--- src/rtl/bus_arb_pkg.sv ---
// Shared constants and helpers for the round-robin bus arbiter.
// Contents: bus field widths, master-ID width function and a reserved
// fake-read-data constant (not yet used).
package bus_arb_pkg;

  localparam int unsigned ADDR_W = 32;
  localparam int unsigned DATA_W = 32;
  localparam int unsigned BE_W   = 4;

  // Reserved for a future fake response to orphan reads.
  localparam logic [DATA_W-1:0] RDATA_ORPHAN = 32'hDEAD_BEEF;

  // Width needed to hold a master ID; never narrower than one bit.
  function automatic int unsigned id_width(input int unsigned n);
    return (n <= 2) ? 1 : $clog2(n);
  endfunction

endpackage

--- src/rtl/bus_arb_idfifo.sv ---
// In-order FIFO of master IDs for outstanding reads.
// Ports:
//   clk_i, rst_i    clock, asynchronous active-low reset
//   push, din       append din (ignored when full)
//   pop, dout       drop the head (ignored when empty); dout shows the head
//   full, empty     occupancy flags
module bus_arb_idfifo #(
  parameter int unsigned DEPTH = 4,
  parameter int unsigned W     = 1
) (
  input  logic         clk_i,
  input  logic         rst_i,
  input  logic         push,
  input  logic [W-1:0] din,
  input  logic         pop,
  output logic [W-1:0] dout,
  output logic         full,
  output logic         empty
);

  localparam int unsigned PtrW = $clog2(DEPTH);
  localparam int unsigned CntW = PtrW + 1;

  logic [W-1:0]    mem_q [DEPTH];
  logic [PtrW-1:0] wr_ptr_q, wr_ptr_d;
  logic [PtrW-1:0] rd_ptr_q, rd_ptr_d;
  logic [CntW-1:0] count_q, count_d;
  logic            do_push, do_pop;

  assign full    = (count_q == CntW'(DEPTH));
  assign empty   = (count_q == '0);
  assign do_push = push & ~full;
  assign do_pop  = pop & ~empty;
  assign dout    = mem_q[rd_ptr_q];

  // Power-of-two depth: pointers wrap by natural overflow.
  always_comb begin
    wr_ptr_d = wr_ptr_q;
    rd_ptr_d = rd_ptr_q;
    count_d  = count_q;
    if (do_push) wr_ptr_d = wr_ptr_q + PtrW'(1);
    if (do_pop)  rd_ptr_d = rd_ptr_q + PtrW'(1);
    case ({do_push, do_pop})
      2'b10:   count_d = count_q + CntW'(1);
      2'b01:   count_d = count_q - CntW'(1);
      default: count_d = count_q;
    endcase
  end

  always_ff @(posedge clk_i or negedge rst_i) begin
    if (!rst_i) begin
      wr_ptr_q <= '0;
      rd_ptr_q <= '0;
      count_q  <= '0;
    end else begin
      wr_ptr_q <= wr_ptr_d;
      rd_ptr_q <= rd_ptr_d;
      count_q  <= count_d;
    end
  end

  always_ff @(posedge clk_i) begin
    if (do_push) mem_q[wr_ptr_q] <= din;
  end

endmodule

--- src/rtl/bus_arbiter_rr.sv ---
// N-master to 1-slave arbiter for the req/we/addr/be/wdata/ack/resp/rdata bus.
// Winning request is forwarded combinationally; read master IDs are queued in
// order so slave responses return to the right master.
// Ports:
//   clk_i, rst_i                          clock, asynchronous active-low reset
//   m_req/m_we/m_addr/m_be/m_wdata        packed per-master requests
//   m_ack, m_resp, m_rdata                per-master accept, read valid, data
//   s_req/s_we/s_addr/s_be/s_wdata        request to the slave
//   s_ack, s_resp, s_rdata                slave accept and read response
//   err_o                                 sticky: response with no read pending
// Build option: define BUS_ARB_FIXED_PRIO_EN for fixed priority (lowest index
// wins) instead of round-robin.
module bus_arbiter_rr
  import bus_arb_pkg::*;
#(
  parameter int unsigned N_MASTERS = 2,
  parameter int unsigned RD_DEPTH  = 4,
  parameter int unsigned ID_W      = id_width(N_MASTERS)
) (
  input  logic                        clk_i,
  input  logic                        rst_i,
  input  logic [N_MASTERS-1:0]        m_req,
  input  logic [N_MASTERS-1:0]        m_we,
  input  logic [ADDR_W*N_MASTERS-1:0] m_addr,
  input  logic [BE_W*N_MASTERS-1:0]   m_be,
  input  logic [DATA_W*N_MASTERS-1:0] m_wdata,
  output logic [N_MASTERS-1:0]        m_ack,
  output logic [N_MASTERS-1:0]        m_resp,
  output logic [DATA_W*N_MASTERS-1:0] m_rdata,
  output logic                        s_req,
  output logic                        s_we,
  output logic [ADDR_W-1:0]           s_addr,
  output logic [BE_W-1:0]             s_be,
  output logic [DATA_W-1:0]           s_wdata,
  input  logic                        s_ack,
  input  logic                        s_resp,
  input  logic [DATA_W-1:0]           s_rdata,
  output logic                        err_o
);

  logic [N_MASTERS-1:0] elig;
  logic                 grant_valid;
  logic [ID_W-1:0]      grant_idx;
  logic [ID_W-1:0]      scan_start;
  logic                 fifo_full, fifo_empty;
  logic [ID_W-1:0]      fifo_dout;
  logic                 accept, rd_push, rsp_pop, orphan;
  logic                 err_q, err_d;

  // Reads wait while the ID FIFO is full; writes never do. Gating with rst_i
  // drops any in-flight grant the instant reset asserts.
  always_comb begin
    elig = '0;
    for (int k = 0; k < N_MASTERS; k++) begin
      elig[k] = rst_i & m_req[k] & (m_we[k] | ~fifo_full);
    end
  end

  // Rotating scan: indices scan_start..N-1 first, then 0..scan_start-1.
  always_comb begin
    int start;
    start       = int'(scan_start);
    grant_valid = 1'b0;
    grant_idx   = '0;
    for (int k = 0; k < N_MASTERS; k++) begin
      if (!grant_valid && elig[k] && (k >= start)) begin
        grant_valid = 1'b1;
        grant_idx   = ID_W'(k);
      end
    end
    for (int k = 0; k < N_MASTERS; k++) begin
      if (!grant_valid && elig[k] && (k < start)) begin
        grant_valid = 1'b1;
        grant_idx   = ID_W'(k);
      end
    end
  end

  always_comb begin
    s_req   = grant_valid;
    s_we    = 1'b0;
    s_addr  = '0;
    s_be    = '0;
    s_wdata = '0;
    m_ack   = '0;
    for (int k = 0; k < N_MASTERS; k++) begin
      if (grant_valid && (grant_idx == ID_W'(k))) begin
        s_we     = m_we[k];
        s_addr   = m_addr[k*ADDR_W +: ADDR_W];
        s_be     = m_be[k*BE_W +: BE_W];
        s_wdata  = m_wdata[k*DATA_W +: DATA_W];
        m_ack[k] = s_ack;
      end
    end
  end

  assign accept  = s_req & s_ack;
  assign rd_push = accept & ~s_we;
  assign rsp_pop = s_resp & ~fifo_empty;
  assign orphan  = s_resp & fifo_empty;

  always_comb begin
    m_resp = '0;
    for (int k = 0; k < N_MASTERS; k++) begin
      m_resp[k] = rsp_pop & (fifo_dout == ID_W'(k));
    end
  end

  assign m_rdata = {N_MASTERS{s_rdata}};

`ifdef BUS_ARB_FIXED_PRIO_EN
  assign scan_start = '0;
`else
  logic [ID_W-1:0] rr_ptr_q, rr_ptr_d;

  // Pointer moves only on accept, so a stalled grant stays put.
  always_comb begin
    rr_ptr_d = rr_ptr_q;
    if (accept) begin
      rr_ptr_d = (grant_idx == ID_W'(N_MASTERS - 1)) ? '0 : grant_idx + ID_W'(1);
    end
  end

  always_ff @(posedge clk_i or negedge rst_i) begin
    if (!rst_i) rr_ptr_q <= '0;
    else        rr_ptr_q <= rr_ptr_d;
  end

  assign scan_start = rr_ptr_q;
`endif

  assign err_d = err_q | orphan;

  always_ff @(posedge clk_i or negedge rst_i) begin
    if (!rst_i) err_q <= 1'b0;
    else        err_q <= err_d;
  end

  assign err_o = err_q;

  bus_arb_idfifo #(
    .DEPTH(RD_DEPTH),
    .W    (ID_W)
  ) u_idfifo (
    .clk_i(clk_i),
    .rst_i(rst_i),
    .push (rd_push),
    .din  (grant_idx),
    .pop  (rsp_pop),
    .dout (fifo_dout),
    .full (fifo_full),
    .empty(fifo_empty)
  );

endmodule

--- config.mk ---
export PLATFORM = sky130hd
export DESIGN_NAME = bus_arbiter_rr
export DESIGN_NICKNAME = d
export VERILOG_FILES = /design/src/rtl/bus_arb_pkg.sv /design/src/rtl/bus_arb_idfifo.sv /design/src/rtl/bus_arbiter_rr.sv
export SDC_FILE = /design/constraint.sdc
export NUM_CORES = 1
export LEC_CHECK = 0
export CORE_AREA = 10 10 113 115
export CTS_BUF_LIST = sky130_fd_sc_hd__clkbuf_16
export DETAILED_ROUTE_END_ITERATION = 6
export DIE_AREA = 0 0 123 125
export GPL_ROUTABILITY_DRIVEN = 0
export GPL_TIMING_DRIVEN = 0
export HOLD_SLACK_MARGIN = 0.05
export PLACE_DENSITY = 0.67
export SYNTH_ARGS = -nofsm -noshare
export SYNTH_HDL_FRONTEND = slang
export SYNTH_SLANG_ARGS = --single-unit
--- constraint.sdc ---
create_clock -name clk_i -period 3.5 [get_ports clk_i]
set_input_delay 0.525 -clock clk_i [delete_from_list [all_inputs] [get_ports clk_i]]
set_output_delay 0.525 -clock clk_i [all_outputs]
set_load 0.01 [all_outputs]
==> flow_metrics.py, run 1 <==
metrics = {
    "outcome": {
        "status": "complete, no violations",
    },
    "global_routing": {
        "antenna_found_initial": 0,
        "top_usage_layer": "met2",
        "grt_max_degree": 14,
        "grtUsageMet3_pct": 7.11,
        "met2_usage_pct": 30.2,
        "first_global_vias": 3068,
        "gr-usage-all-layers_pct": 16.0,
        "grt_first_pass_wirelength_um": 19100,
        "met1_usage_pct": 15.8,
        "grt-ovfl-total": 0,
    },
    "synth": {
        "avgSynthCellArea_sq_um": 8.92,
        "synth_seq_cells": 13,
        "ys_top_cells_by_area": "a22o_1 30%, buf_4 25%, dfrtp_1 12%",
        "synth-main-ff-cell": "dfrtp_1",
        "synth_top_cell_by_area": "a22o_1",
        "synth_top_area_share_pct": 30.5,
        "synth_edf_count": 4,
        "netlist_area_sq_um": 1950,
        "ys_seq_area_share_pct": 17.7,
        "yosys_warnings": 0,
        "postSynthCellCount": 219,
        "synth_cell_types": 34,
        "synthArstFlopShare_pct": 69.2,
        "syn_nets": 401,
    },
    "placement": {
        "portBuffers": 282,
        "dpl.hpwl_um": 12200,
    },
    "cells_and_area": {
        "diodes": 0,
        "syn2layout_area_growth_pct": 163,
        "final_nets": 690,
        "drive_gt1_share_pct": 18.1,
    },
    "cts": {
        "insertion_delay_ns": 0.24,
        "cts_hold_buffers": 0,
        "cts_tree": "done",
        "cts.reportedPaths.clkPinSlew_ns": 0.05,
        "clk_path_buf_depth": 2,
        "htreeDepth": 1,
        "cts_root_buffer": "clkbuf_16",
        "cts_buffers": 3,
        "cts_sinks": 13,
    },
    "critical_path": {
        "path_class": "input port to output pin",
        "worst_setup_path_end_kind": "output pin",
        "crit_chain": "clkdlybuf4s50_1 > or4b_4 > and3_4 > a21oi_4 > buf_4 > a22o_1 > clkdlybuf4s50_1",
        "crit_required_ns": 2.97,
        "crit_path_top_delay_cell": "or4b_4",
        "cpMostUsedCell": "clkdlybuf4s50_1",
        "arrival_ns": 2.96,
        "path_max_fanout": 10,
        "crit_buf_inv": 3,
        "cpPeakStageDelay_ns": 0.56,
        "path_delay_family": "buffers and inverters",
        "startpoint_type": "input port",
    },
    "drt": {
        "ant_nets": 0,
        "vias": 2766,
        "drcViolationCount": 0,
        "wire_per_inst_um": 20.7,
        "wl_um": 13400,
        "via_per_inst": 4.28,
        "drt_iter0_markers": 111,
        "firstDrtPassIters": 4,
    },
    "die": {
        "rows": 38,
        "die_x_um": 123,
        "io_pins": 315,
        "die_h_um": 125,
        "dieArea_sq_um": 15400,
        "core_area_sq_um": 10600,
        "initial_utilization_pct": 18.4,
    },
    "pwr": {
        "p_leak_nw": 2.36,
        "irDropWorstVdd_mv": 0.203,
        "p_per_area_nw_per_um2": 293,
    },
    "sta": {
        "hold_viol": 0,
        "clock_skew_ns": 0.00534,
        "tns_ns": 0,
        "post-route-period-util_pct": 99.5,
        "worst_pin_slew_ns": 0.476,
        "rsz0062_at_grt": "yes",
        "setup_viol": 0,
        "slew_violations": 0,
        "slew-limit-headroom_pct": 68.2,
        "period_needed_ns": 3.48,
        "hold_slack_ns": 0.153,
        "fmaxAchievable_ghz": 0.287,
    },
    "worst_hold_path": {
        "min-delay-path-class": "input port to async pin",
    },
    "job": {
        "maxCapViolations": 0,
    },
}
-- layer usage --
metal	share of wire [%]	up-vias
li1	-	1325
met1	34	1264
met2	52	171
met3	13	6
met4	0.82	0
met5	0	-
-- final timing paths --
check	slack, ns	depth (start not counted)	from	to
max	0.02	7	m_we[1]	s_addr[29]
min	0.15	1	rst_i	u_idfifo.rd_ptr_q[1]
max reg2reg	0.96	10	u_idfifo.count_q[1]	u_idfifo.count_q[2]
min reg2reg	0.46	1	err_o	err_o
max in group asynchronous	3.12	1	rst_i	rr_ptr_q
min in group clk_i	0.46	1	err_o	err_o
-- timing repair --
item                       CTS  global route
setup buffers                1             1
setup endpoints to repair   70            63
resized for setup           20            20
pin swaps                    2             1
-- logic make-up after synthesis --
| group | after synthesis | share of synthesized area (%) |
|---|---|---|
| and+or+nand+nor | 26 | 8.26 |
| xor gates and xnor gates | 6 | 2.69 |
| AOI/OAI and AO/OA | 78 | 34.5 |
| DFF | 13 | 17.7 |
| adders and majority gates | 6 | 4.23 |
| muxes | 3 | 2.24 |
| buffers and inverters | 87 | 30.4 |
-- registers in the layout (all words and copies together), names as in the netlist --
| signal | count |
|---|---|
| u_idfifo.mem_q | 4 |
| u_idfifo.count_q | 3 |
| u_idfifo.rd_ptr_q | 2 |
| u_idfifo.wr_ptr_q | 2 |
| err_o | 1 |
| rr_ptr_q | 1 |
-- Yosys cell counts (2+ instances only) --
cell type / count
a22o_1: 68
buf_4: 65
buf_2: 12
dfrtp_1: 9
inv_1: 8
and2_1: 7
ha_1: 5
edfxtp_1: 4
nor2_1: 4
xnor2_1: 4
a21oi_1: 3
nand2_1: 3
nand3_1: 3
a41oi_1: 2
or4b_1: 2
xor2_1: 2
-- layout make-up --
class | instances | area [sq um]
multi-input cells | 119 | 1030
plain buffers | 79 | 592
well taps | 140 | 175
clock inverters | 1 | 3.75
fillers | 973 | 5460
repair buffers | 284 | 2880
inverters | 8 | 30.0
flip-flops and latches | 13 | 345
clock buffers | 3 | 75.1
-- metrics by stage --
| stage | utilization, % | area (sq um) | setup slack [ns] | instances | power [mW] |
|---|---|---|---|---|---|
| 4_1_cts | 47.9 | 5080 | -0.0144 | 646 | 1.53 |
| 6_report | 48.5 | 5140 | 0.0167 | 647 | 1.50 |
| 5_1_grt | 48.5 | 5140 | -0.0643 | 647 | 1.63 |
| 3_3_place_gp | 46.7 | 4950 | -0.626 | 641 | 1.28 |
| 2_1_floorplan | - | 1950 | 0.999 | 219 | 0.730 |
| 3_5_place_dp | 46.7 | 4950 | -0.665 | 641 | 1.29 |
-- report_power, final --
part | switching [mW] | internal (mW) | total, mW
Clock | 0.0591 | 0.150 | 0.209
Combinational | 0.383 | 0.631 | 1.01
Sequential | 0.0646 | 0.217 | 0.281
Total | 0.506 | 0.997 | 1.50
-- cell usage in the layout (no fill, tap or decap), drive strengths merged, types with 2 or more instances in the layout --
master / n
a41oi: 2
clkdlybuf4s50: 260
or4b: 2
clkbuf: 7
xnor2: 4
a22o: 68
ha: 5
nor2: 4
dfrtp: 9
nand2: 3
nand3: 3
edfxtp: 4
inv: 9
a21oi: 4
buf: 78
xor2: 2
dlymetal6s2s: 14
dlygate4sd2: 7
and2: 7
No activity file was read; power rests on OpenSTA's default activity.
==> run 2: changes to the inputs <==
- PLACE_DENSITY: 0.67 -> 0.7
==> run 2 against run 1 <==
  * Utilization increased by 0.13 points
  * Setup slack improved by 0.060 ns
  * Global-route usage is 0.094 points lower
  * Die area is the same
  * Critical endpoint is now s_wdata[25]
  * Largest cell class unchanged
  * Highest routed layer unchanged
==> flow_metrics.py, run 2 (synthesized netlist as in run 1, its figures left out) <==
metrics = {
    "die": {
        "core_area_sq_um": 10600,
        "dieArea_sq_um": 15400,
        "initial_utilization_pct": 18.4,
        "rows": 38,
        "die_x_um": 123,
        "io_pins": 315,
        "die_h_um": 125,
    },
    "sta": {
        "post-route-period-util_pct": 97.8,
        "period_needed_ns": 3.42,
        "setup_viol": 0,
        "slew_violations": 0,
        "clock_skew_ns": 0.00157,
        "slew-limit-headroom_pct": 68.5,
        "worst_pin_slew_ns": 0.470,
        "hold_viol": 0,
        "setup_ws_ns": 0.0767,
        "fmaxAchievable_ghz": 0.292,
    },
    "critical_path": {
        "cpMostUsedCell": "clkdlybuf4s50_1",
        "worst_setup_path_end_kind": "output pin",
        "ff2ff_setup_slack_ns": 0.96,
        "worstSetupPathDepth": 8,
        "cp-endpoint": "s_wdata[25]",
        "crit_buf_inv": 4,
        "worst-r2r-cell-count": 10,
        "crit_path_top_delay_cell": "or4b_4",
        "timing.rr.start": "u_idfifo.count_q[1]",
        "arrival_ns": 2.90,
        "path_delay_family": "buffers and inverters",
        "crit_chain": "clkdlybuf4s50_1 > or4b_4 > and3_4 > a21oi_4 > buf_12 > buf_2 > a22o_1 > clkdlybuf4s50_1",
        "path_class": "input port to output pin",
        "critPathLaunch": "m_we[1]",
        "timing.rr.end": "u_idfifo.count_q[2]",
        "crit_required_ns": 2.97,
        "cpPeakStageDelay_ns": 0.56,
        "startpoint_type": "input port",
        "path_max_fanout": 7,
    },
    "cells_and_area": {
        "final_nets": 694,
        "final_cell_count_no_fill": 651,
        "final_common_cell": "clkdlybuf4s50_1",
        "fill_cells": 972,
        "regMostFlops": "u_idfifo.mem_q",
        "largest_reg_flops": 4,
        "final_area_sq_um": 5150,
        "fin_util_pct": 48.6,
        "largest_registers": "u_idfifo.mem_q (4), u_idfifo.count_q (3)",
        "diodes": 0,
        "syn2layout_area_growth_pct": 164,
        "final_cell_mix": "260 x clkdlybuf4s50_1, 71 x buf_4, 68 x a22o_1, 13 x dlygate4sd2_1",
        "drive_gt1_share_pct": 18.8,
    },
    "drt": {
        "ant_nets": 0,
        "drcViolationCount": 0,
        "wl_um": 13600,
        "via_per_inst": 4.25,
        "drt_iter0_markers": 109,
        "wire_per_inst_um": 20.9,
        "firstDrtPassIters": 4,
        "vias": 2767,
    },
    "global_routing": {
        "antenna_found_initial": 0,
        "first_global_vias": 2945,
        "grt_first_pass_wirelength_um": 18900,
        "grt_max_degree": 14,
        "gr-usage-all-layers_pct": 15.9,
        "grt-ovfl-total": 0,
    },
    "pwr": {
        "p_total_mw": 1.52,
        "p_comb_share_pct": 67.6,
        "irDropWorstVdd_mv": 0.136,
        "pwr-share-clk_pct": 13.8,
        "power_switching_uw": 515,
        "power_frac_seq_pct": 18.6,
        "p_leak_nw": 2.32,
        "internal-power_mw": 1.00,
        "p_per_area_nw_per_um2": 294,
        "switching_share_pct": 34.0,
    },
    "cts": {
        "cts_tree": "done",
        "insertion_delay_ns": 0.24,
        "cts_sinks": 13,
        "cts_root_buffer": "clkbuf_16",
        "cts_hold_buffers": 0,
        "cts.reportedPaths.clkPinSlew_ns": 0.04,
        "cts_buffers": 3,
        "clk_path_buf_depth": 2,
        "htreeDepth": 1,
    },
    "worst_hold_path": {
        "min-delay-path-class": "input port to async pin",
    },
    "placement": {
        "dp_worst_setup_slack_ns": -0.665,
        "place_area_sq_um": 4950,
        "placed_cells": 641,
        "dpl.hpwl_um": 12200,
        "portBuffers": 282,
    },
    "outcome": {
        "status": "complete, no violations",
    },
    "job": {
        "maxCapViolations": 0,
    },
}
[run 2: cell count changes in the layout (fill, tap and decap cells not counted)]
cell,previous run,this run
buf_6,2,3
buf_12,2,3
dlymetal6s2s_1,14,8
buf_4,72,71
buf_2,2,6
clkbuf_4,2,1
dlygate4sd2_1,7,13
[run 2: final cells by class]
type	count	area (sq um)	share of cell area (%)
clock inverters	1	3.75	0.0729
inverters	8	30.0	0.583
clock buffers	3	75.1	1.46
plain buffers	79	588	11.4
well taps	140	175	3.40
repair buffers	288	2900	56.3
multi-input cells	119	1030	20.1
flip-flops and latches	13	345	6.70
[run 2: worst register-to-register path, stage by stage (launching register included)]
cell and delay (ns):
dfrtp_1 0.42, or4b_4 0.55, a41oi_1 0.23, nor2_1 0.15, inv_1 0.09, ha_1 0.18
inv_1 0.06, fa_1 0.37, xor2_1 0.15, nor2_1 0.11, xor2_1 0.15
[run 2: per-stage QoR]
stage | hold slack, ns | setup TNS [ns]
floorplan | 0.229 | 0
global placement | 0.441 | -35.79
detailed placement | 0.460 | -38.83
CTS | 0.330 | -0.00809
global route | 0.166 | -0.0301
finish | 0.147 | 0
[run 2: worst min-delay path by stage]
| stage | start | end | slack [ns] | cells past startpoint |
|---|---|---|---|---|
| after CTS | rst_i | u_idfifo.rd_ptr_q[0] | 0.33 | 1 |
| final | rst_i | u_idfifo.rd_ptr_q[0] | 0.15 | 1 |
| after floorplan | rst_i | err_o | 0.23 | 0 |
| after global placement | err_o | err_o | 0.44 | 1 |
| after detailed placement | err_o | err_o | 0.46 | 1 |
| after global routing | rst_i | u_idfifo.rd_ptr_q[0] | 0.17 | 1 |
[run 2: layer usage]
| layer | routed length (um) | global-route usage [%] | part of all wire, % | vias to the layer above |
|---|---|---|---|---|
| li1 | - | - | - | 1337 |
| met1 | 4620 | 15.3 | 34 | 1262 |
| met2 | 7280 | 30.7 | 53 | 162 |
| met3 | 1650 | 6.84 | 12 | 6 |
| met4 | 78 | 2.12 | 0.57 | 0 |
| met5 | 0 | 0 | 0 | - |
[run 2: what timing repair did]
| action | CTS | global route |
|---|---|---|
| cloned | 0 | 1 |
| gates resized for setup | 25 | 12 |
| buffers inserted | 4 | 1 |
| pin swaps | 2 | 0 |
| setup endpoints to repair | 70 | 57 |
[run 2: power by group through the flow]
stage / sequential, mW / combinational (mW) / clock, mW
3_5_place_dp: 0.280 / 1.01 / 0
6_report: 0.282 / 1.03 / 0.210
5_1_grt: 0.292 / 1.11 / 0.223
2_1_floorplan: 0.268 / 0.462 / 0
4_1_cts: 0.280 / 1.03 / 0.213
3_3_place_gp: 0.275 / 0.996 / 0
==> run 3: changes to the inputs <==
- ABC_AREA: default -> 1
- CORE_AREA: 10 10 113 115 -> 10 10 114 116
- DIE_AREA: 0 0 123 125 -> 0 0 124 126
- PLACE_DENSITY: 0.7 -> 0.71
- clock period: 3.5 -> 3.4 ns (I/O delays scaled with it)
==> run 3 against run 2 <==
  * Utilization increased by 0.88 points
  * Register-to-register slack is essentially flat
  * Design area rose by 2.7%
  * Sequential power fell by 5%
  * Synthesized area increased by 14%
  * Clock skew is 0.0029 ns higher
  * Via count rose by 23%
  * Wire length grew 4.1%
  * Non-clock buffer count is the same
  * Combinational power increased by 20%
  * Critical endpoint is now s_be[3]
==> flow_metrics.py, run 3 <==
metrics = {
    "outcome": {
        "status": "complete, no violations",
    },
    "critical_path": {
        "crit_path_top_delay_cell": "clkdlybuf4s50_1",
        "arrival_ns": 2.61,
        "worst-r2r-cell-count": 13,
        "timing.rr.start": "u_idfifo.count_q[1]",
        "crit_buf_inv": 4,
        "cpPeakStageDelay_ns": 0.57,
        "ff2ff_setup_slack_ns": 0.97,
        "timing.rr.end": "u_idfifo.count_q[2]",
        "path_delay_family": "buffers and inverters",
        "crit_chain": "clkdlybuf4s50_1 > inv_1 > nand3_1 > nand2_1 > nand2_2 > buf_2 > nand3_1 > nand2_1 > clkdlybuf4s50_1",
        "crit_required_ns": 2.89,
        "startpoint_type": "input port",
        "path_class": "input port to output pin",
        "path_max_fanout": 10,
        "worst_setup_path_end_kind": "output pin",
    },
    "cts": {
        "cts_sinks": 13,
        "cts_buffers": 3,
        "clk_path_buf_depth": 2,
        "cts.reportedPaths.clkPinSlew_ns": 0.05,
        "cts_tree": "done",
        "htreeDepth": 1,
        "cts_root_buffer": "clkbuf_16",
        "insertion_delay_ns": 0.25,
    },
    "drt": {
        "wl_um": 14200,
        "firstDrtPassIters": 5,
        "via_per_inst": 4.24,
        "wire_per_inst_um": 17.6,
        "drcViolationCount": 0,
        "vias": 3410,
        "ant_nets": 0,
        "drt_iter0_markers": 122,
    },
    "worst_hold_path": {
        "min-delay-path-class": "input port to async pin",
    },
    "synth": {
        "ys_seq_area_share_pct": 15.6,
        "netlist_area_sq_um": 2220,
        "syn_nets": 561,
        "synth_edf_count": 4,
        "synthArstFlopShare_pct": 69.2,
        "synth-main-ff-cell": "dfrtp_1",
        "synth_common_cells": "153 x nand2_1, 72 x nand3_1, 64 x buf_4",
        "avgSynthCellArea_sq_um": 5.85,
        "synth_top_cell_by_area": "nand2_1",
        "postSynthCellCount": 379,
        "synth_top_area_share_pct": 25.9,
        "ys_top_cells_by_area": "nand2_1 26%, buf_4 22%, nand3_1 16%",
        "yosys_warnings": 0,
        "yosysMostFrequentCell": "nand2_1",
        "synth_cell_types": 24,
        "synth_seq_cells": 13,
    },
    "cells_and_area": {
        "multi_input_area_sq_um": 1190,
        "drive_gt1_share_pct": 14.7,
        "regMostFlops": "u_idfifo.mem_q",
        "diodes": 0,
        "largest_reg_flops": 4,
        "final_common_cell": "clkdlybuf4s50_1",
        "final_nets": 848,
        "regArea_sq_um": 345,
        "fill_cells": 1051,
        "fin_util_pct": 49.5,
        "syn2layout_area_growth_pct": 139,
        "final_cell_count_no_fill": 805,
        "largest_registers": "u_idfifo.mem_q (4), u_idfifo.count_q (3)",
        "final_area_sq_um": 5290,
        "final_cell_mix": "281 x clkdlybuf4s50_1, 152 x nand2_1, 72 x nand3_1, 64 x buf_4, 20 x inv_1",
    },
    "global_routing": {
        "grt_max_degree": 14,
        "grt-ovfl-total": 0,
        "first_global_vias": 3461,
        "grt_first_pass_wirelength_um": 20200,
        "gr-usage-all-layers_pct": 16.4,
        "antenna_found_initial": 0,
    },
    "sta": {
        "period_needed_ns": 3.12,
        "fmaxAchievable_ghz": 0.321,
        "worst_pin_slew_ns": 0.385,
        "setup_viol": 0,
        "slew_violations": 0,
        "clock_skew_ns": 0.00445,
        "slew-limit-headroom_pct": 74.3,
        "post-route-period-util_pct": 91.8,
        "rsz0062_at_grt": "no",
        "hold_viol": 0,
    },
    "placement": {
        "place_area_sq_um": 5220,
        "placed_cells": 801,
        "dpl.hpwl_um": 12500,
        "portBuffers": 282,
    },
    "die": {
        "rows": 38,
        "die_x_um": 124,
        "dieArea_sq_um": 15600,
        "io_pins": 315,
        "initial_utilization_pct": 20.7,
        "core_area_sq_um": 10700,
        "die_h_um": 126,
    },
    "pwr": {
        "irDropWorstVdd_mv": 0.358,
        "p_per_area_nw_per_um2": 327,
        "p_leak_nw": 2.49,
    },
    "job": {
        "maxCapViolations": 0,
    },
}
## run 3: changes by cell type in the layout (fill, tap and decap cells not counted), moves of 7 or more
cell / previous run / this run
nand2_1: 3 / 152
nand3_1: 3 / 72
a22o_1: 68 / 0
clkdlybuf4s50_1: 260 / 281
buf_2: 6 / 19
dlygate4sd2_1: 13 / 0
inv_1: 9 / 20
dlymetal6s2s_1: 8 / 0
and2_1: 7 / 0
buf_4: 71 / 64
nor2_1: 4 / 11
## run 3: area by class of cell
cell class                      count  area share, %
Timing Repair Buffer              282           53.2
Multi-Input combinational cell    259           22.5
Buffer                             85           11.3
Sequential cell                    13           6.52
Tap cell                          140           3.31
Inverter                           22           1.61
Clock buffer                        3           1.42
Clock inverter                      1         0.0946
## run 3: per-layer routing
metal  global-route usage (%)  vias up  share of wire (%)  routed length [um]
met4                     3.39        0                1.3                 191
met5                        0        -                  0                   0
li1                         -     1699                  -                   -
met1                     16.0     1519                 33                4690
met3                     6.84       14                 12                1710
met2                     31.2      178                 54                7600
## run 3: how the worst max path moves through the flow
stage	start	endpoint	depth (start not counted)
final	m_we[0]	s_be[3]	9
after detailed placement	rst_i	s_be[3]	9
after CTS	rst_i	s_be[3]	9
after floorplan	m_we[0]	u_idfifo.count_q[2]	12
after global placement	rst_i	s_be[3]	9
after global routing	m_we[0]	s_be[3]	9
## run 3: worst reg2reg max path: stages, from the launching register on
cell,delay [ns]
dfrtp_1,0.41
nor2_4,0.17
nand3_1,0.09
nand2_1,0.14
inv_2,0.07
nand2_4,0.15
nand3_2,0.13
nand3_2,0.15
ha_1,0.16
inv_1,0.06
fa_1,0.38
a21oi_1,0.14
o21ai_0,0.11
xor2_1,0.16
## run 3: logic make-up after synthesis
kind of cell               share of synthesized area, %
DFF                                                15.6
xor gates and xnor gates                           1.19
AOI/OAI and AO/OA                                  2.20
and+or+nand+nor                                    46.5
adders and majority gates                          3.72
buffers and inverters                              30.8
## run 3: timing repair
action,in CTS,in global routing
hold buffers,0,0
setup endpoints to repair,69,14
pin swaps,0,0
gates resized for setup,2,2
gates cloned,0,0
buffers inserted,0,0
## run 3: through the flow
step	setup TNS, ns	setup slack [ns]	hold slack (ns)	total power [mW]
global route	0	0.125	0.148	1.85
finish	0	0.280	0.132	1.73
CTS	0	0.0241	0.311	1.75
global placement	-5.60	-0.230	0.456	1.48
detailed placement	-9.43	-0.283	0.458	1.51
floorplan	0	1.25	0.214	0.816
## run 3: where the power goes
group	total (mW)	switching [mW]	internal (mW)	leakage (nW)
Clock	0.225	0.0686	0.157	0.0409
Sequential	0.268	0.0507	0.217	0.141
Combinational	1.24	0.567	0.668	2.31
Total	1.73	0.686	1.04	2.49
